<file path="src/rtl/tictactoe_pkg.sv">
// Shared definitions for the tic-tac-toe input stage: cell indices, cursor
// reset value, command-state encoding and small cursor helpers.
package tictactoe_pkg;

  localparam logic [3:0] CELL_0 = 4'd0;
  localparam logic [3:0] CELL_1 = 4'd1;
  localparam logic [3:0] CELL_2 = 4'd2;
  localparam logic [3:0] CELL_3 = 4'd3;
  localparam logic [3:0] CELL_4 = 4'd4;
  localparam logic [3:0] CELL_5 = 4'd5;
  localparam logic [3:0] CELL_6 = 4'd6;
  localparam logic [3:0] CELL_7 = 4'd7;
  localparam logic [3:0] CELL_8 = 4'd8;

  localparam logic [3:0] CURSOR_RESET = CELL_4;

  localparam int unsigned HOLD_CYCLES_DEFAULT = 16;
  localparam int unsigned GAP_CYCLES          = 2;

  typedef enum logic [2:0] {
    IDLE,
    HOLD_CELL,
    HOLD_ERASE,
    HOLD_RESTART,
    GAP
  } cmd_state_e;

  // One-hot click vector for a cell index; out-of-range indices give no click.
  function automatic logic [8:0] cell_onehot(input logic [3:0] idx);
    logic [8:0] v;
    v = '0;
    unique case (idx)
      CELL_0:  v = 9'b000000001;
      CELL_1:  v = 9'b000000010;
      CELL_2:  v = 9'b000000100;
      CELL_3:  v = 9'b000001000;
      CELL_4:  v = 9'b000010000;
      CELL_5:  v = 9'b000100000;
      CELL_6:  v = 9'b001000000;
      CELL_7:  v = 9'b010000000;
      CELL_8:  v = 9'b100000000;
      default: v = '0;
    endcase
    return v;
  endfunction

  // Step a 0..2 coordinate with wrap; opposing requests cancel.
  function automatic logic [1:0] wrap_step(input logic [1:0] v, input logic inc,
                                           input logic dec);
    logic [1:0] r;
    r = v;
    if (inc && !dec) begin
      r = (v == 2'd2) ? 2'd0 : v + 2'd1;
    end else if (dec && !inc) begin
      r = (v == 2'd0) ? 2'd2 : v - 2'd1;
    end
    return r;
  endfunction

  function automatic logic [3:0] cell_index(input logic [1:0] row, input logic [1:0] col);
    return ({2'b00, row} * 4'd3) + {2'b00, col};
  endfunction

endpackage

</file>
<file path="src/rtl/cell_selector_if.sv">
// Board-side bundle: raw buttons in, game commands and cursor out.
interface cell_selector_if;
  logic       btn_up;
  logic       btn_down;
  logic       btn_left;
  logic       btn_right;
  logic       btn_select;
  logic       btn_erase;
  logic       btn_restart;
  logic [8:0] cuadro;
  logic       erase;
  logic       restart;
  logic [3:0] cursor;
  logic       busy;

  // Board / stimulus side.
  modport master (
    output btn_up, btn_down, btn_left, btn_right, btn_select, btn_erase, btn_restart,
    input  cuadro, erase, restart, cursor, busy
  );

  // Input-stage side.
  modport slave (
    input  btn_up, btn_down, btn_left, btn_right, btn_select, btn_erase, btn_restart,
    output cuadro, erase, restart, cursor, busy
  );
endinterface

</file>
<file path="src/rtl/button_debouncer.sv">
// Synchronizer, stability counter and press-edge pulse for one raw button.
module button_debouncer #(
  parameter int unsigned DEBOUNCE_CYCLES = 1_000_000
) (
  input  logic clk,
  input  logic rst,
  input  logic btn,
  output logic pulse
);

  localparam int unsigned CW = (DEBOUNCE_CYCLES > 1) ? $clog2(DEBOUNCE_CYCLES) : 1;
  localparam logic [CW-1:0] CNT_MAX = CW'(DEBOUNCE_CYCLES - 1);

  logic          sync1_q, sync2_q;
  logic          stable_q, stable_prev_q;
  logic          pulse_q;
  logic [CW-1:0] cnt_q;

  // Two-flop synchronizer for the asynchronous button level.
  always_ff @(posedge clk or posedge rst) begin
    if (rst) begin
      sync1_q <= 1'b0;
      sync2_q <= 1'b0;
    end else begin
      sync1_q <= btn;
      sync2_q <= sync1_q;
    end
  end

  // Accept a new level only after it has differed from the stable one long enough.
  always_ff @(posedge clk or posedge rst) begin
    if (rst) begin
      cnt_q    <= '0;
      stable_q <= 1'b0;
    end else if (sync2_q == stable_q) begin
      cnt_q <= '0;
    end else if (cnt_q == CNT_MAX) begin
      stable_q <= sync2_q;
      cnt_q    <= '0;
    end else begin
      cnt_q <= cnt_q + 1'b1;
    end
  end

  // Registered one-cycle pulse on a 0->1 change of the stable level.
  always_ff @(posedge clk or posedge rst) begin
    if (rst) begin
      stable_prev_q <= 1'b0;
      pulse_q       <= 1'b0;
    end else begin
      stable_prev_q <= stable_q;
      pulse_q       <= stable_q & ~stable_prev_q;
    end
  end

  assign pulse = pulse_q;

endmodule

</file>
<file path="src/rtl/cell_selector.sv">
// Tic-tac-toe input stage: debounced buttons drive a 3x3 cursor and a command
// FSM that holds cell clicks, erase and restart long enough for the game FSM.
module cell_selector
  import tictactoe_pkg::*;
#(
  parameter int unsigned DEBOUNCE_CYCLES = 1_000_000,
  parameter int unsigned HOLD_CYCLES     = HOLD_CYCLES_DEFAULT
) (
  input  logic           clk_100MHz,
  input  logic           reset,
  cell_selector_if.slave bus
);

  localparam int unsigned B_UP      = 0;
  localparam int unsigned B_DOWN    = 1;
  localparam int unsigned B_LEFT    = 2;
  localparam int unsigned B_RIGHT   = 3;
  localparam int unsigned B_SELECT  = 4;
  localparam int unsigned B_ERASE   = 5;
  localparam int unsigned B_RESTART = 6;

  localparam logic [7:0] HOLD_LAST = 8'(HOLD_CYCLES - 1);
  localparam logic [7:0] GAP_LAST  = 8'(GAP_CYCLES - 1);

  logic [6:0] raw;
  logic [6:0] pulse;

  assign raw = {bus.btn_restart, bus.btn_erase, bus.btn_select, bus.btn_right,
                bus.btn_left, bus.btn_down, bus.btn_up};

  for (genvar i = 0; i < 7; i++) begin : g_btn
    button_debouncer #(
      .DEBOUNCE_CYCLES(DEBOUNCE_CYCLES)
    ) u_deb (
      .clk  (clk_100MHz),
      .rst  (reset),
      .btn  (raw[i]),
      .pulse(pulse[i])
    );
  end

  cmd_state_e state_q;
  logic [7:0] hold_cnt_q;
  logic [8:0] cuadro_q;
  logic       erase_q, restart_q, busy_q;
  logic [1:0] row_q, col_q, row_d, col_d;
  logic [3:0] cursor_q;
  logic       restart_accept;

  // Restart only counts when the FSM can take it; otherwise only movement applies.
  assign restart_accept = (state_q == IDLE) && pulse[B_RESTART];

  // Next cursor position: restart recentres, otherwise wrap-around moves.
  always_comb begin
    row_d = row_q;
    col_d = col_q;
    if (restart_accept) begin
      row_d = 2'd1;
      col_d = 2'd1;
    end else begin
      row_d = wrap_step(row_q, pulse[B_DOWN], pulse[B_UP]);
      col_d = wrap_step(col_q, pulse[B_RIGHT], pulse[B_LEFT]);
    end
  end

  // Cursor registers; the index output is registered alongside row/col.
  always_ff @(posedge clk_100MHz or posedge reset) begin
    if (reset) begin
      row_q    <= 2'd1;
      col_q    <= 2'd1;
      cursor_q <= CURSOR_RESET;
    end else begin
      row_q    <= row_d;
      col_q    <= col_d;
      cursor_q <= cell_index(row_d, col_d);
    end
  end

  // Command FSM with registered outputs; pulses outside IDLE are dropped.
  always_ff @(posedge clk_100MHz or posedge reset) begin
    if (reset) begin
      state_q    <= IDLE;
      hold_cnt_q <= '0;
      cuadro_q   <= '0;
      erase_q    <= 1'b0;
      restart_q  <= 1'b0;
      busy_q     <= 1'b0;
    end else begin
      unique case (state_q)
        IDLE: begin
          hold_cnt_q <= '0;
          if (pulse[B_RESTART]) begin
            state_q   <= HOLD_RESTART;
            restart_q <= 1'b1;
            busy_q    <= 1'b1;
          end else if (pulse[B_ERASE]) begin
            state_q <= HOLD_ERASE;
            erase_q <= 1'b1;
            busy_q  <= 1'b1;
          end else if (pulse[B_SELECT]) begin
            // Capture the pre-movement cursor.
            state_q  <= HOLD_CELL;
            cuadro_q <= cell_onehot(cursor_q);
            busy_q   <= 1'b1;
          end
        end
        HOLD_CELL, HOLD_ERASE, HOLD_RESTART: begin
          if (hold_cnt_q == HOLD_LAST) begin
            state_q    <= GAP;
            hold_cnt_q <= '0;
            cuadro_q   <= '0;
            erase_q    <= 1'b0;
            restart_q  <= 1'b0;
          end else begin
            hold_cnt_q <= hold_cnt_q + 8'd1;
          end
        end
        GAP: begin
          if (hold_cnt_q == GAP_LAST) begin
            state_q    <= IDLE;
            hold_cnt_q <= '0;
            busy_q     <= 1'b0;
          end else begin
            hold_cnt_q <= hold_cnt_q + 8'd1;
          end
        end
        default: begin
          state_q    <= IDLE;
          hold_cnt_q <= '0;
          cuadro_q   <= '0;
          erase_q    <= 1'b0;
          restart_q  <= 1'b0;
          busy_q     <= 1'b0;
        end
      endcase
    end
  end

  assign bus.cuadro  = cuadro_q;
  assign bus.erase   = erase_q;
  assign bus.restart = restart_q;
  assign bus.cursor  = cursor_q;
  assign bus.busy    = busy_q;

endmodule
</file>
<file path="src/flat_wrapper.sv">
// flat-port wrapper written by rule: the top's interface ports become plain ports
module cell_selector_flat import tictactoe_pkg::*;
#(
  parameter int unsigned DEBOUNCE_CYCLES = 1_000_000,
  parameter int unsigned HOLD_CYCLES     = HOLD_CYCLES_DEFAULT
)
  (clk_100MHz, reset, bus_btn_up, bus_btn_down, bus_btn_left, bus_btn_right, bus_btn_select, bus_btn_erase, bus_btn_restart, bus_cuadro, bus_erase, bus_restart, bus_cursor, bus_busy);
  cell_selector_if bus_i ();
  input  logic clk_100MHz;
  input  logic reset;
  input wire logic [$bits(bus_i.btn_up)-1:0] bus_btn_up;
  input wire logic [$bits(bus_i.btn_down)-1:0] bus_btn_down;
  input wire logic [$bits(bus_i.btn_left)-1:0] bus_btn_left;
  input wire logic [$bits(bus_i.btn_right)-1:0] bus_btn_right;
  input wire logic [$bits(bus_i.btn_select)-1:0] bus_btn_select;
  input wire logic [$bits(bus_i.btn_erase)-1:0] bus_btn_erase;
  input wire logic [$bits(bus_i.btn_restart)-1:0] bus_btn_restart;
  output wire logic [$bits(bus_i.cuadro)-1:0] bus_cuadro;
  output wire logic [$bits(bus_i.erase)-1:0] bus_erase;
  output wire logic [$bits(bus_i.restart)-1:0] bus_restart;
  output wire logic [$bits(bus_i.cursor)-1:0] bus_cursor;
  output wire logic [$bits(bus_i.busy)-1:0] bus_busy;
  assign bus_i.btn_up = bus_btn_up;
  assign bus_i.btn_down = bus_btn_down;
  assign bus_i.btn_left = bus_btn_left;
  assign bus_i.btn_right = bus_btn_right;
  assign bus_i.btn_select = bus_btn_select;
  assign bus_i.btn_erase = bus_btn_erase;
  assign bus_i.btn_restart = bus_btn_restart;
  assign bus_cuadro = bus_i.cuadro;
  assign bus_erase = bus_i.erase;
  assign bus_restart = bus_i.restart;
  assign bus_cursor = bus_i.cursor;
  assign bus_busy = bus_i.busy;
  cell_selector #(.DEBOUNCE_CYCLES(DEBOUNCE_CYCLES), .HOLD_CYCLES(HOLD_CYCLES)) u_core (.clk_100MHz(clk_100MHz), .reset(reset), .bus(bus_i));
endmodule
</file>
<file path="config.mk">
export PLATFORM = sky130hd
export DESIGN_NAME = cell_selector_flat
export DESIGN_NICKNAME = d
export VERILOG_FILES = /design/src/rtl/tictactoe_pkg.sv /design/src/rtl/cell_selector_if.sv /design/src/rtl/button_debouncer.sv /design/src/rtl/cell_selector.sv /design/src/flat_wrapper.sv
export SDC_FILE = /design/constraint.sdc
export NUM_CORES = 1
export LEC_CHECK = 0
export BUFFER_PORTS_ARGS = -buffer_cell sky130_fd_sc_hd__buf_2
export CAP_MARGIN = 10
export CORE_ASPECT_RATIO = 0.5
export CORE_MARGIN = 3
export CORE_UTILIZATION = 50
export DETAILED_ROUTE_END_ITERATION = 10
export GPL_TIMING_DRIVEN = 0
export PLACE_DENSITY = 0.69
export SLEW_MARGIN = 20
export SYNTH_ARGS = -nofsm -noshare
export SYNTH_HDL_FRONTEND = slang
export SYNTH_SLANG_ARGS = --single-unit
export TNS_END_PERCENT = 20
</file>
<file path="constraint.sdc">
create_clock -name clk_100MHz -period 6.7 [get_ports clk_100MHz]
set_input_delay 1.34 -clock clk_100MHz [delete_from_list [all_inputs] [get_ports clk_100MHz]]
set_output_delay 1.34 -clock clk_100MHz [all_outputs]
set_load 0.02 [all_outputs]
</file>
==> After elaboration in Yosys (flattened, before gate mapping) <==
Memory sizes are Yosys's and may differ from the RTL's.
Index checks and enable logic that the tools add are counted.
{ "totals": {"reg_bits": 206, "latch_bits": 0, "ram_bits": 0, "romBits": 144, "inputBits": 9, "output_inout_bits": 16, "wordCells": 193, "n_memories": 1} }
{ "mem_list": {"columns": ["memory", "depth", "word_bits", "read_ports", "rd_ports_with_merged_regs", "wr", "line_no", "rtl"], "rows": [
  ["(no name shown)", 16, 9, 1, 0, 0, "tictactoe_pkg.sv:32", "unique case (idx)"]
]} }
{ "classes": {"n_addsub": 13, "mul": 1, "n_div": 0, "n_lt_le_gt_ge": 0, "eq_ne": 30, "shift": 0, "muxes": 49, "bitwise_logic": 23, "n_reduce_logical": 25} }
{ "ops": {"columns": ["operator", "count"], "rows": [
  ["two-way mux 20 bit", 14],
  ["adder 20 x 1 -> 20 bit (second input constant)", 7],
  ["== test 20 bit (second input constant)", 7],
  ["two-way mux 9 bit", 4],
  ["case mux 9 bit (3 select lines)", 1],
  ["two-way mux 2 bit", 10],
  ["two-way mux 8 bit", 2],
  ["NOT 1 bit", 16],
  ["case mux 8 bit (2 select lines)", 1],
  ["two-way mux 3 bit", 5],
  ["AND reduction 2 bit", 7],
  ["!= test 2 bit (second input constant)", 5],
  ["case mux 1 bit (3 select lines)", 3],
  ["case mux 3 bit (3 select lines)", 1],
  ["AND reduction 3 bit", 3],
  ["adder 8 x 1 -> 8 bit (second input constant)", 1],
  ["== test 8 x 1 -> 1 bit (second input constant)", 1],
  ["== test 8 x 4 -> 1 bit (second input constant)", 1],
  ["two-way mux 1 bit", 8],
  ["AND 1 bit", 7],
  ["== test 1 bit", 7],
  ["== test 3 x 2 -> 1 bit (second input constant)", 2],
  ["logical AND 1 bit", 5],
  ["AND reduction 5 bit", 1],
  ["14 further kinds", 22]
]} }

==> Depth between registers and ports, before layout <==
{ "logic_depth": {"depth_word": 7, "depth_mapped": 9, "depth_no_buf": 9} }

==> Modules after synthesis <==
From an unflattened synthesis, not the netlist that was laid out.
{ "unflattened": {"cells_unflattened": 933, "area_unflattened_um2": 10129.7} }
{ "by_module_without_submodules": {"columns": ["mod", "n_inst", "cells_each", "area_each_um2", "seq_area_each_um2"], "rows": [
  ["button_debouncer", 7, 111, 1206.2, 625.6],
  ["cell_selector", 1, 156, 1686.6, 779.5]
]} }

==> Least setup slack after synthesis <==
Ideal clock, no wire load.
{ "synth_path": {"path_kind": "register to register", "from": "register u_core.col_q[0]", "to": "register u_core.cursor_q[2] (netlist: u_core.bus.cursor[2])", "setup_ps": 63, "t_arrival_ps": 2488, "required_ps": 6637, "path_slack_ps": 4149, "stages_incl_launch_ff": 9, "n_path_buf": 0, "period_less_slack_ps": 2551, "path_cell_list": "dfstp_2 -> inv_1 -> ha_1 -> mux2i_1 -> nor2_1 -> a221oi_1 -> fa_1 -> ha_1 -> fa_1"} }
{ "synth_via": {"elab_chain_cells": 6, "elab_cells_between_ends": 10, "cone_classes": "add/sub (3); eq/ne (1); mux (5); reduce/logical (1)"} }
{ "synth_lines": {"columns": ["item", "line_no", "rtl"], "rows": [
  ["start, declared", "cell_selector.sv:46", "logic [1:0] row_q, col_q, row_d, col_d;"],
  ["start signal, assigned", "cell_selector.sv:74", "col_q <= col_d;"],
  ["subtractor 2 x 1 -> 2 bit or logical NOT 2 bit (tied branches)", "tictactoe_pkg.sv:55", "r = (v == 2'd0) ? 2'd2 : v - 2'd1;"],
  ["two-way mux 2 bit", "tictactoe_pkg.sv:55", null],
  ["two-way mux 2 bit", "tictactoe_pkg.sv:54", "end else if (dec && !inc) begin"],
  ["two-way mux 2 bit (*)", "tictactoe_pkg.sv:52", "if (inc && !dec) begin"],
  ["two-way mux 2 bit (*)", "cell_selector.sv:57", "if (restart_accept) begin"],
  ["named net u_core.col_d[1]", "cell_selector.sv:46", null],
  ["adder 4 x 2 -> 4 bit (*)", "tictactoe_pkg.sv:61", "return ({2'b00, row} * 4'd3) + {2'b00, col};"],
  ["end signal, assigned", "cell_selector.sv:75", "cursor_q <= cell_index(row_d, col_d);"],
  ["end, declared", "cell_selector.sv:47", "logic [3:0] cursor_q;"]
]} }
Mark *: on every way through the listed nets, which the timed path passes. The rest lies on a longest branch.
A chain may end at the register's enable or synchronous reset.

==> Worst setup path in the final report <==
Same ends and word-level chain as after synthesis.

==> impl_results.md <==
* Core area at 18700 µm²
* Grt ovf at 0
* Ratio of cells with drive above 1 in the final layout at 10.9%
* Worst path max stage delay at 0.55 ns
* Pin count of the biggest net entering global routing at 36
* # IOs at 25
* Placed Area at 10300 µm²
* Worst Path Arrival at 3.15 ns
* MaxCap Viol Count at 0
* Top cell type by total area after synthesis: dfrtp_1
* Iteration-0 DRC Markers at 356
* Initial antenna violation count at 0
* Cell Area, Synth at 9690 µm²
* Initial Util at 51.8%
* Setup TNS at 0 ns
* Final max-slew violation count at 0
* Finish-stage setup viols at 0
* Status: completed
* Commonest cells after routing, fill and taps aside: dfrtp_1 (203), nor2_1 (129), xnor2_1 (66)
* Worst-path cell with the longest stage delay: dfstp_2
* Worst Path Max Fanout at 3
* Crit path required time at 7.14 ns
* Most used flip-flop cell after synthesis: dfrtp_1
* Slew Limit Headroom at 37.4%
* Clock Path Buffers at 3
* Leak at 4.54 nW
* # fillers at 1572
* Setup WS pre-CTS at 3.97 ns
* Syn Inst Count at 944
* FF+latch count, synth at 206
* Synth async-reset ratio at 100%
* Final min period at 2.71 ns
* Synthesized net count at 972
* Sequential area share after synthesis at 53.3%
* Antenna fix cells at 0
* Synth cell types at 55
* Die area at 21200 µm²
* Num CTS Buffers at 20
* Worst path cell trace: inv_1, ha_1, mux2i_1, nor2_1, a221oi_1, fa_1, ha_1, fa_1
* Hold WC Path Type: reg -> reg
* Critical path class: reg -> reg
* First-pass GRT wire length at 31300 µm
* Worst skew pair latency at 0.50 ns
* Port-buffer cells at 24
* PD cells at 229 nW/µm²
* Routed len/inst at 13.9 µm
* Final WL at 17700 µm
* Die W at 203 µm
* Number of global-route vias before repair at 6688
* Final worst path period share at 40.4%
* DP HPWL at 12100 µm
* CTS sink count at 206
* Final Hold Vio Count at 0
* Htree depth at 1
* CTS Root Cell: clkbuf_16
* Vias per cell at 5.45
* Most common cell after layout, fill and taps aside: dfrtp_1
* Routability Congestion at 0.836
* Total global-route track usage at 17.1%
* Top post-synthesis cells by area: dfrtp_1 (52%), xnor2_1 (6.0%), nor2_1 (5.0%)
* DR DRC count at 0
* Setup ws final at 3.99 ns
* Element type at the critical path end: flop
* Post-CTS sizing at 0
* Number of nets in the layout at 1025
* FP Rows at 35
* Worst-path clk slew at 0.06 ns
* Crit start category: flop
* Hold buffers post-CTS at 0
* Die height at 104 µm
* Number of setup buffers added after CTS at 0
* Slew @ Worst Pin at 0.928 ns
* Synthesis-to-finish area growth at 13.2%
* Final ANT Viol Nets at 0
* Worst clock skew at 0.0189 ns
* F_max at 0.369 GHz
* First-pass DRT Iterations at 6
* Synth Warn # at 0
* Avg Inst Size Synth at 10.3 µm²
* Post-synth EDFFs at 0
* Synth top area share at 52.4%
* Design area at 11000 µm²
* Maximum VDD drop at 0.124 mV
* TritonCTS clock tree: yes
* RSZ-0062 raised after global routing: no
* DR vias at 6918
## final cells by class
cell class	instances	area [µm²]	share of cell area (%)
plain buffers	23	95.1	0.867
clock buffers	29	554	5.06
clock inverters	7	121	1.11
inverters	34	131	1.20
multi-input cells	681	4300	39.3
flip-flops and latches	206	5160	47.0
well taps	259	324	2.96
repair buffers	31	275	2.51
## sequential cells by signal, indices dropped and copies added (netlist names)
signal / flops
u_core.bus.erase: 1
u_core.g_btn.u_deb.sync1_q: 7
u_core.row_q: 2
u_core.bus.busy: 1
u_core.bus.restart: 1
u_core.col_q: 2
u_core.g_btn.u_deb.stable_prev_q: 7
u_core.hold_cnt_q: 8
u_core.g_btn.u_deb.pulse: 7
u_core.state_q: 3
u_core.g_btn.u_deb.stable_q: 7
u_core.bus.cursor: 4
u_core.g_btn.u_deb.sync2_q: 7
u_core.bus.cuadro: 9
u_core.g_btn.u_deb.cnt_q: 140
## cell usage after synthesis (3+ instances only)
cell type    n
a21oi_1     39
a31o_2       4
or2_2        4
dfrtp_1    203
nor2b_1      9
nor4b_1      5
o31ai_1     18
nor4_1      29
xnor2_1     66
clkbuf_1    16
nor3_1      28
nand4b_1     7
and2_1       4
or4_1       20
nand2_1     55
xor2_1      38
or4b_2       3
nand4_1     32
inv_1       34
nor3b_1      5
buf_2        7
o21ai_0     24
nand2b_1     4
and3_1      17
mux2i_1      3
ha_1        17
nand3_1     51
mux2_2      16
dfstp_2      3
nor2_1     129
or3_1       21
## metrics by stage
step / hold slack [ns] / std cells / power (mW) / utilization, %
floorplan: 0.331 / 944 / 1.34 / -
global placement: 0.333 / 1227 / 1.36 / 54.2
detailed placement: 0.336 / 1234 / 1.37 / 55.0
CTS: 0.351 / 1270 / 2.55 / 58.6
global route: 0.359 / 1270 / 2.61 / 58.6
finish: 0.349 / 1270 / 2.51 / 58.6
## power by group
part / switching, mW / leakage (nW) / total [mW] / internal (mW)
combinational: 0.0507 / 1.39 / 0.0755 / 0.0247
clock: 0.471 / 0.330 / 1.17 / 0.694
sequential: 0.0143 / 2.82 / 1.27 / 1.26
## final timing paths
| check | depth (start not counted) | to | startpoint | slack [ns] |
|---|---|---|---|---|
| worst max-delay path | 8 | u_core.bus.cursor[2]$_DFF_PP1_ | u_core.col_q[0]$_DFF_PP1_ | 3.99 |
| max in group asynchronous | 5 | u_core.g_btn[1].u_deb.sync1_q$_DFF_PP0_ | reset | 4.92 |
| worst min-delay path | 0 | u_core.g_btn[5].u_deb.sync2_q$_DFF_PP0_ | u_core.g_btn[5].u_deb.sync1_q$_DFF_PP0_ | 0.35 |
| min in group asynchronous | 2 | u_core.g_btn[3].u_deb.cnt_q[9]$_DFF_PP0_ | reset | 0.84 |
| worst max register to register | 8 | u_core.bus.cursor[2]$_DFF_PP1_ | u_core.col_q[0]$_DFF_PP1_ | 3.99 |
| worst min register to register | 0 | u_core.g_btn[5].u_deb.sync2_q$_DFF_PP0_ | u_core.g_btn[5].u_deb.sync1_q$_DFF_PP0_ | 0.35 |
## kinds of logic after synthesis
family | Yosys count | share of synthesized area (%)
AND/OR/NAND/NOR | 439 | 23.9
multiplexers | 19 | 2.17
XOR/XNOR | 104 | 9.40
buffers and inverters | 57 | 2.30
flip-flops | 206 | 53.3
AO/OA/AOI/OAI | 100 | 6.34
adder cells (fa/ha/maj) | 19 | 2.61
## metal layers
layer  track usage [%]  share of wire [%]
met1              24.6                 49
met2              27.4                 45
met3              3.13                3.9
met4              3.51                1.4
met5                 0                  0
## worst max-delay path: cells and delay by family, from the launching register on
kind	cells	cell delay (ns)
fa+ha+maj	4	1.48
simple gates	1	0.05
mux	1	0.14
compound gates	1	0.37
buf+inv	1	0.07
flops	1	0.55
(Power assumes the default switching activity.)
